`config.mk`:
```
export PLATFORM = sky130hd
export DESIGN_NAME = fixed_multiplier_seq_flat
export DESIGN_NICKNAME = d
export VERILOG_FILES = /design/src/rtl/fixed_multiplier_seq_pkg.sv /design/src/rtl/fixed_multiplier_seq_if.sv /design/src/rtl/fixed_multiplier_seq_round_sat.sv /design/src/rtl/fixed_multiplier_seq.sv /design/src/flat_wrapper.sv
export SDC_FILE = /design/constraint.sdc
export NUM_CORES = 1
export LEC_CHECK = 0
export CAP_MARGIN = 25
export CELL_PAD_IN_SITES_DETAIL_PLACEMENT = 2
export CELL_PAD_IN_SITES_GLOBAL_PLACEMENT = 2
export CORE_AREA = 4 4 180 182
export DETAILED_ROUTE_END_ITERATION = 12
export DIE_AREA = 0 0 184 186
export PLACE_DENSITY_LB_ADDON = 0.1
export SKIP_CTS_REPAIR_TIMING = 1
export SLEW_MARGIN = 20
export SYNTH_ARGS = -nofsm -noshare
export SYNTH_HDL_FRONTEND = slang
export SYNTH_SLANG_ARGS = --single-unit
```
`constraint.sdc`:
```
create_clock -name ctl_clk -period 4.4 [get_ports ctl_clk]
set_input_delay 0.88 -clock ctl_clk [delete_from_list [all_inputs] [get_ports ctl_clk]]
set_output_delay 0.88 -clock ctl_clk [all_outputs]
set_load 0.01 [all_outputs]
```
`src/rtl/fixed_multiplier_seq_pkg.sv`:
```
// Shared types and constant helpers for the iterative fixed-point multiplier.
// MUL_ACCUM_EN (optional) adds the accumulate mode in the interface and top.
package fixed_mul_pkg;

    typedef enum logic [1:0] {
        IDLE  = 2'd0,
        CALC  = 2'd1,
        FINAL = 2'd2,
        DONE  = 2'd3
    } state_t;

    function automatic longint sat_max(input int unsigned width, input bit is_signed);
        return is_signed ? (longint'(1) << (width - 1)) - longint'(1)
                         : (longint'(1) << width) - longint'(1);
    endfunction

    function automatic longint sat_min(input int unsigned width, input bit is_signed);
        return is_signed ? -(longint'(1) << (width - 1)) : longint'(0);
    endfunction

    function automatic int unsigned iter_count(input int unsigned width, input int unsigned bpc);
        return width / bpc;
    endfunction

endpackage

```
`src/rtl/fixed_multiplier_seq_if.sv`:
```
// Trigger/ready/done handshake and result bus of the fixed-point multiplier.
// MUL_ACCUM_EN adds the acc_en request bit.
interface fixed_multiplier_seq_if #(
    parameter int unsigned C_WIDTH = 16
);
    logic               trigger;
    logic [C_WIDTH-1:0] a;
    logic [C_WIDTH-1:0] b;
    logic               round_en;
`ifdef MUL_ACCUM_EN
    logic               acc_en;
`endif
    logic               ready;
    logic               done;
    logic [C_WIDTH-1:0] y;
    logic               overflow;

`ifdef MUL_ACCUM_EN
    modport master (output trigger, a, b, round_en, acc_en,
                    input  ready, done, y, overflow);
    modport slave  (input  trigger, a, b, round_en, acc_en,
                    output ready, done, y, overflow);
`else
    modport master (output trigger, a, b, round_en,
                    input  ready, done, y, overflow);
    modport slave  (input  trigger, a, b, round_en,
                    output ready, done, y, overflow);
`endif

endinterface

```
`src/rtl/fixed_multiplier_seq_round_sat.sv`:
```
// Combinational round / shift / sign / (accumulate) / saturate stage for FINAL.
module fixed_round_sat
    import fixed_mul_pkg::*;
#(
    parameter int unsigned C_WIDTH     = 16,
    parameter int unsigned FIXED_POINT = 8,
    parameter int unsigned SIGNED      = 1,
    parameter int unsigned PW          = 2 * C_WIDTH + 2
) (
    input  logic [PW-1:0]      prod,
    input  logic               sign,
    input  logic               round_en,
    input  logic               acc_en,
    input  logic [C_WIDTH-1:0] y_prev,
    output logic [C_WIDTH-1:0] y_c,
    output logic               ovf_c
);
    localparam int unsigned RW       = PW + 1;
    localparam int unsigned SW       = RW + 2;
    localparam int unsigned HALF_SH  = (FIXED_POINT > 0) ? FIXED_POINT - 1 : 0;
    localparam logic [RW-1:0] HALF   = (FIXED_POINT > 0) ? (RW'(1) << HALF_SH) : RW'(0);
    localparam logic signed [SW-1:0] MAXV = SW'(sat_max(C_WIDTH, SIGNED != 0));
    localparam logic signed [SW-1:0] MINV = SW'(sat_min(C_WIDTH, SIGNED != 0));
    localparam logic [C_WIDTH-1:0]   MAX_Y = C_WIDTH'(sat_max(C_WIDTH, SIGNED != 0));
    localparam logic [C_WIDTH-1:0]   MIN_Y = C_WIDTH'(sat_min(C_WIDTH, SIGNED != 0));

    logic [RW-1:0]        rounded;
    logic [RW-1:0]        shifted;
    logic signed [SW-1:0] mag_s;
    logic signed [SW-1:0] prev_s;
    logic signed [SW-1:0] val;

    // Rounding is applied to the magnitude so halves round away from zero.
    always_comb begin
        rounded = RW'(prod) + (round_en ? HALF : RW'(0));
        shifted = rounded >> FIXED_POINT;
        mag_s   = $signed({2'b00, shifted});
        val     = sign ? -mag_s : mag_s;
        if (SIGNED != 0) prev_s = SW'($signed(y_prev));
        else             prev_s = $signed(SW'(y_prev));
        if (acc_en) val = val + prev_s;

        y_c   = val[C_WIDTH-1:0];
        ovf_c = 1'b0;
        if (val > MAXV) begin
            y_c   = MAX_Y;
            ovf_c = 1'b1;
        end else if (val < MINV) begin
            y_c   = MIN_Y;
            ovf_c = 1'b1;
        end
    end

endmodule

```
`src/rtl/fixed_multiplier_seq.sv`:
```
// Iterative shift-add fixed-point multiplier with rounding and saturation.
// Defining MUL_ACCUM_EN enables accumulate mode (y = sat(y_prev + product)).
module fixed_multiplier_seq
    import fixed_mul_pkg::*;
#(
    parameter int unsigned C_WIDTH        = 16,
    parameter int unsigned FIXED_POINT    = 8,
    parameter int unsigned BITS_PER_CYCLE = 1,
    parameter int unsigned SIGNED         = 1
) (
    input  logic                 ctl_clk,
    input  logic                 reset,
    fixed_multiplier_seq_if.slave bus
);
    localparam int unsigned MW  = C_WIDTH + 1;
    localparam int unsigned PW  = 2 * C_WIDTH + 2;
    localparam int unsigned BPC = BITS_PER_CYCLE;
    localparam int unsigned N   = iter_count(C_WIDTH, BITS_PER_CYCLE);
    localparam int unsigned CW  = (N > 1) ? $clog2(N) : 1;

    state_t             state;
    logic [PW-1:0]      ma_sh;
    logic [MW-1:0]      mb_sh;
    logic [PW-1:0]      prod;
    logic [CW-1:0]      cnt;
    logic               sign_q;
    logic               rnd_q;
    logic               acc_q;
    logic               ready_q;
    logic               done_q;
    logic [C_WIDTH-1:0] y_q;
    logic               ovf_q;

    logic               neg_a_c;
    logic               neg_b_c;
    logic [MW-1:0]      a_mag_c;
    logic [MW-1:0]      b_mag_c;
    logic [PW-1:0]      partial_c;
    logic [PW-1:0]      extra_c;
    logic               last_c;
    logic [C_WIDTH-1:0] y_c;
    logic               ovf_c;

    // Magnitudes carry one extra bit so the most-negative operand stays exact.
    always_comb begin
        neg_a_c   = (SIGNED != 0) && bus.a[C_WIDTH-1];
        neg_b_c   = (SIGNED != 0) && bus.b[C_WIDTH-1];
        a_mag_c   = neg_a_c ? MW'(0) - {bus.a[C_WIDTH-1], bus.a} : {1'b0, bus.a};
        b_mag_c   = neg_b_c ? MW'(0) - {bus.b[C_WIDTH-1], bus.b} : {1'b0, bus.b};
        last_c    = (cnt == CW'(N - 1));
        partial_c = ma_sh * PW'(mb_sh[BPC-1:0]);
        extra_c   = ((SIGNED != 0) && last_c && mb_sh[BPC]) ? (ma_sh << BPC) : PW'(0);
    end

    fixed_round_sat #(
        .C_WIDTH     (C_WIDTH),
        .FIXED_POINT (FIXED_POINT),
        .SIGNED      (SIGNED),
        .PW          (PW)
    ) u_round_sat (
        .prod     (prod),
        .sign     (sign_q),
        .round_en (rnd_q),
        .acc_en   (acc_q),
        .y_prev   (y_q),
        .y_c      (y_c),
        .ovf_c    (ovf_c)
    );

    always_ff @(posedge ctl_clk) begin
        if (reset) begin
            state   <= IDLE;
            ma_sh   <= '0;
            mb_sh   <= '0;
            prod    <= '0;
            cnt     <= '0;
            sign_q  <= 1'b0;
            rnd_q   <= 1'b0;
            acc_q   <= 1'b0;
            ready_q <= 1'b1;
            done_q  <= 1'b0;
            y_q     <= '0;
            ovf_q   <= 1'b0;
        end else begin
            case (state)
                IDLE: begin
                    done_q <= 1'b0;
                    if (bus.trigger) begin
                        ma_sh   <= PW'(a_mag_c);
                        mb_sh   <= b_mag_c;
                        prod    <= '0;
                        cnt     <= '0;
                        sign_q  <= neg_a_c ^ neg_b_c;
                        rnd_q   <= bus.round_en;
`ifdef MUL_ACCUM_EN
                        acc_q   <= bus.acc_en;
`else
                        acc_q   <= 1'b0;
`endif
                        ready_q <= 1'b0;
                        state   <= CALC;
                    end
                end
                CALC: begin
                    prod  <= prod + partial_c + extra_c;
                    ma_sh <= ma_sh << BPC;
                    mb_sh <= mb_sh >> BPC;
                    cnt   <= cnt + CW'(1);
                    if (last_c) state <= FINAL;
                end
                FINAL: begin
                    y_q    <= y_c;
                    ovf_q  <= ovf_c;
                    done_q <= 1'b1;
                    state  <= DONE;
                end
                DONE: begin
                    done_q  <= 1'b0;
                    ready_q <= 1'b1;
                    state   <= IDLE;
                end
                default: state <= IDLE;
            endcase
        end
    end

    assign bus.ready    = ready_q;
    assign bus.done     = done_q;
    assign bus.y        = y_q;
    assign bus.overflow = ovf_q;

endmodule

```
`src/flat_wrapper.sv`:
```
// flat-port wrapper written by rule: the top's interface ports become plain ports
module fixed_multiplier_seq_flat import fixed_mul_pkg::*;
#(
    parameter int unsigned C_WIDTH        = 16,
    parameter int unsigned FIXED_POINT    = 8,
    parameter int unsigned BITS_PER_CYCLE = 1,
    parameter int unsigned SIGNED         = 1
)
  (ctl_clk, reset, bus_trigger, bus_a, bus_b, bus_round_en, bus_ready, bus_done, bus_y, bus_overflow);
  fixed_multiplier_seq_if #(.C_WIDTH(C_WIDTH)) bus_i ();
  input  logic ctl_clk;
  input  logic reset;
  input wire logic [$bits(bus_i.trigger)-1:0] bus_trigger;
  input wire logic [$bits(bus_i.a)-1:0] bus_a;
  input wire logic [$bits(bus_i.b)-1:0] bus_b;
  input wire logic [$bits(bus_i.round_en)-1:0] bus_round_en;
  output wire logic [$bits(bus_i.ready)-1:0] bus_ready;
  output wire logic [$bits(bus_i.done)-1:0] bus_done;
  output wire logic [$bits(bus_i.y)-1:0] bus_y;
  output wire logic [$bits(bus_i.overflow)-1:0] bus_overflow;
  assign bus_i.trigger = bus_trigger;
  assign bus_i.a = bus_a;
  assign bus_i.b = bus_b;
  assign bus_i.round_en = bus_round_en;
  assign bus_ready = bus_i.ready;
  assign bus_done = bus_i.done;
  assign bus_y = bus_i.y;
  assign bus_overflow = bus_i.overflow;
  fixed_multiplier_seq #(.C_WIDTH(C_WIDTH), .FIXED_POINT(FIXED_POINT), .BITS_PER_CYCLE(BITS_PER_CYCLE), .SIGNED(SIGNED)) u_core (.ctl_clk(ctl_clk), .reset(reset), .bus(bus_i));
endmodule
```
==> impl_metrics.csv <==
group,metric,value,unit
run_status,status,"completed",
detailed_routing,firstDrtPassIters,4,
job,max_cap_violations,0,
sta,fin_skew,0.02141,ns
detailed_routing,routedWlPerCell,18.43,um
die,io-pin-count,55,
detailed_routing,drt_iter0_drc,329,
final_layout,fillCellCount,3604,
logic_synthesis,synth_area,9746,um2
hold_path,hp-class,"reg -> reg",
die,die_width,184,um
final_layout,n_antenna_cell,0,
placed_design,portBuffers,54,
critical_path,crit_fanout,3,
logic_synthesis,syn_inst,1340,
clock_tree,cts_sinks,112,
critical_path,cp_num_buf_inv,1,
clock_tree,cts_buffers,9,
clock_tree,cts-root-buf,"clkbuf_16",
clock_tree,htree_levels,3,
global_route,grtUsageTotal,19.54,%
sta,fin_crit,4.301,ns
detailed_routing,num_vias,9631,
sta,tightest_slew,0.8506,ns
logic_synthesis,synth_edf_count,0,
critical_path,cp_slowest_stage_delay,0.49,ns
logic_synthesis,synth_ff_type,"dfxtp_1",
final_layout,fin_cells,1801,
pwr,p_per_area,335.4,nW/um2
logic_synthesis,yosys.area_share.simple,25.92,%
logic_synthesis,synth_top_cell_area_share,23.01,%
global_route,grt.overflow.total,0,
sta,rsz0062_at_grt,"true",
sta,period_share,97.75,%
logic_synthesis,syn_avg_cell_area,7.273,um2
sta,slew_violations,0,
final_layout,final_util,37.69,%
logic_synthesis,ys_ff_latch,112,
logic_synthesis,synth_compound_gate_area_share,21.16,%
logic_synthesis,synth_xor_area_share,8.538,%
critical_path,worstSetupPathType,"reg -> reg",
placed_design,place_hpwl,25.65,mm
sta,setup_ws,0.09909,ns
pwr,ir_drop,390.0,uV
logic_synthesis,synth_fa_ha_area_share,12.30,%
die,core,30590,um2
placed_design,gp_congestion,0.7769,
logic_synthesis,seq_area_frac_synth,23.01,%
detailed_routing,viasPerCell,5.348,
sta,finalHoldViolations,0,
final_layout,final_common_cell,"nand2_1",
global_route,grt_max_degree,73,
die,die_h,186,um
placed_design,dp_cells,1777,
critical_path,arrival,4.58,ns
logic_synthesis,async_reset_ff_share,0,%
final_layout,finalNetCount,1512,
sta,setup_viol,0,
critical_path,critical-path-top-delay-family,"compound AO/OA/AOI/OAI gates",
detailed_routing,ant_nets,0,
die,start_util,31.86,%
logic_synthesis,yosysTopAreaCell,"dfxtp_1",
global_route,grt_pass1_vias,10520,
final_layout,ff_latch_area,2245,um2
clock_tree,cts_tree,"built",
final_layout,layout-drive-gt1-share,9.680,%
sta,fmax,232.5,MHz
clock_tree,clock_path_buffers,2,
critical_path,cp_slowest_cell,"fa_1",
die,num_rows,64,
logic_synthesis,synth_top_family_by_area,"simple AND/OR/NAND/NOR gates",
detailed_routing,remaining_drc_errors,0,
clock_tree,insertion_delay,0.38,ns
detailed_routing,drt-total-wl,33.19,mm
final_layout,area_growth,18.30,%
global_route,grt_pass1_wl,54.91,mm
logic_synthesis,synthMuxAreaShare,1.361,%
critical_path,critPathCaptureType,"flip-flop",
logic_synthesis,yosysWarnings,0,
pwr,leakage,4.765,nW
critical_path,start_kind,"flip-flop",
critical_path,cp.required,4.68,ns
logic_synthesis,synth_nets,1452,
sta,tns,0,ns
global_route,antenna_found_initial,0,
sta,slew_headroom,43.30,%
placed_design,pre_cts_ws,-0.1714,ns
logic_synthesis,synth_area_leaders,"dfxtp_1 23%, nand2_1 8.5%, fa_1 6.8%",
final_layout,layout.cells.most_common_list,"219 x nand2_1, 118 x nor2_1, 115 x inv_1",
clock_tree,path_clk_slew,0.10,ns
die,die-area,34220,um2
final_layout,multi_input_area,6890,um2
critical_path,crit_chain,"ha_4 > nand3_4 > nor2_4 > nand2_2 > fa_1 > inv_1 > ha_2 > fa_2 > a21o_1 > a21o_1 > a2111o_1 > a41oi_2 > o31ai_4 > a41oi_2 > o31ai_4 > o21ai_1 > or3b_4 > a32o_1",
logic_synthesis,synth.distinct_cells,80,
synth_stat cells (all sizes together) (20+ instances only):
cell and number:
a21o 21, nand3 40, o21ai 57, a22oi 45, nor3 39, inv 115
clkbuf 65, a31oi 20, a21oi 80, xnor2 56, xor2 39, fa 33
nor4 21, dfxtp 112, nand2 221, ha 43, nor2 119
path summary, 6_finish.rpt:
check | endpoint | depth (start not counted) | startpoint | slack (ns)
worst max-delay path | u_core.prod[31] | 18 | u_core.cnt[0] | 0.1
worst min-delay path | u_core.mb_sh[13] | 2 | u_core.mb_sh[13] | 0.46
worst max register to register | u_core.prod[31] | 18 | u_core.cnt[0] | 0.1
worst min register to register | u_core.mb_sh[13] | 2 | u_core.mb_sh[13] | 0.46
final cells by class:
cell class / count / area share [%]
Multi-Input combinational cell: 1033 / 59.77
Inverter: 116 / 3.777
Sequential cell: 112 / 19.47
Clock buffer: 9 / 1.954
Clock inverter: 7 / 0.8899
Timing Repair Buffer: 128 / 9.844
Tap cell: 396 / 4.298
cells by family (layout without fill, tap and decap cells):
| family | Yosys count | after routing |
|---|---|---|
| XOR/XNOR | 95 | 95 |
| flip-flops | 112 | 112 |
| AO/OA/AOI/OAI | 312 | 312 |
| multiplexers | 13 | 13 |
| adder cells (fa/ha/maj) | 76 | 76 |
| buffers and inverters | 195 | 260 |
| AND/OR/NAND/NOR | 537 | 537 |
worst register-to-register path, delay by kind of cell, from the launching register on:
family	cells	cell delay (ns)
AOI/OAI and AO/OA	9	1.86
adders and majority gates	4	1.23
buffers and inverters	1	0.06
DFF	1	0.36
and+or+nand+nor	4	0.71
per-layer routing:
metal	track usage, %	vias to the layer above	routed length (um)
met1	25.68	4784	15970
met3	2.208	18	728
met5	0	-	0
li1	-	4734	-
met4	3.786	0	325
met2	34.82	95	16170
metrics by stage:
step           hold slack, ns  power, mW  area (um2)
3_5_place_dp           0.4510      2.943       11030
5_1_grt                0.4829      4.165       11530
4_1_cts                0.4623      3.925       11360
2_1_floorplan          0.4307      2.300        9788
6_report               0.4604      3.867       11530
3_3_place_gp           0.4399      2.888       11030
report_power, final:
group	total (mW)	switching [mW]	internal, mW
logic	1.60	1.09	0.510
registers	1.30	0.138	1.17
clock network	0.964	0.454	0.510
sequential cells by signal (all words and copies together) (netlist names), 2 cells and up:
register      flops
u_core.ma_sh     34
u_core.bus.y     16
u_core.prod      34
u_core.state      2
u_core.mb_sh     17
u_core.cnt        4
Note: power is estimated with default switching activity, not from simulation.
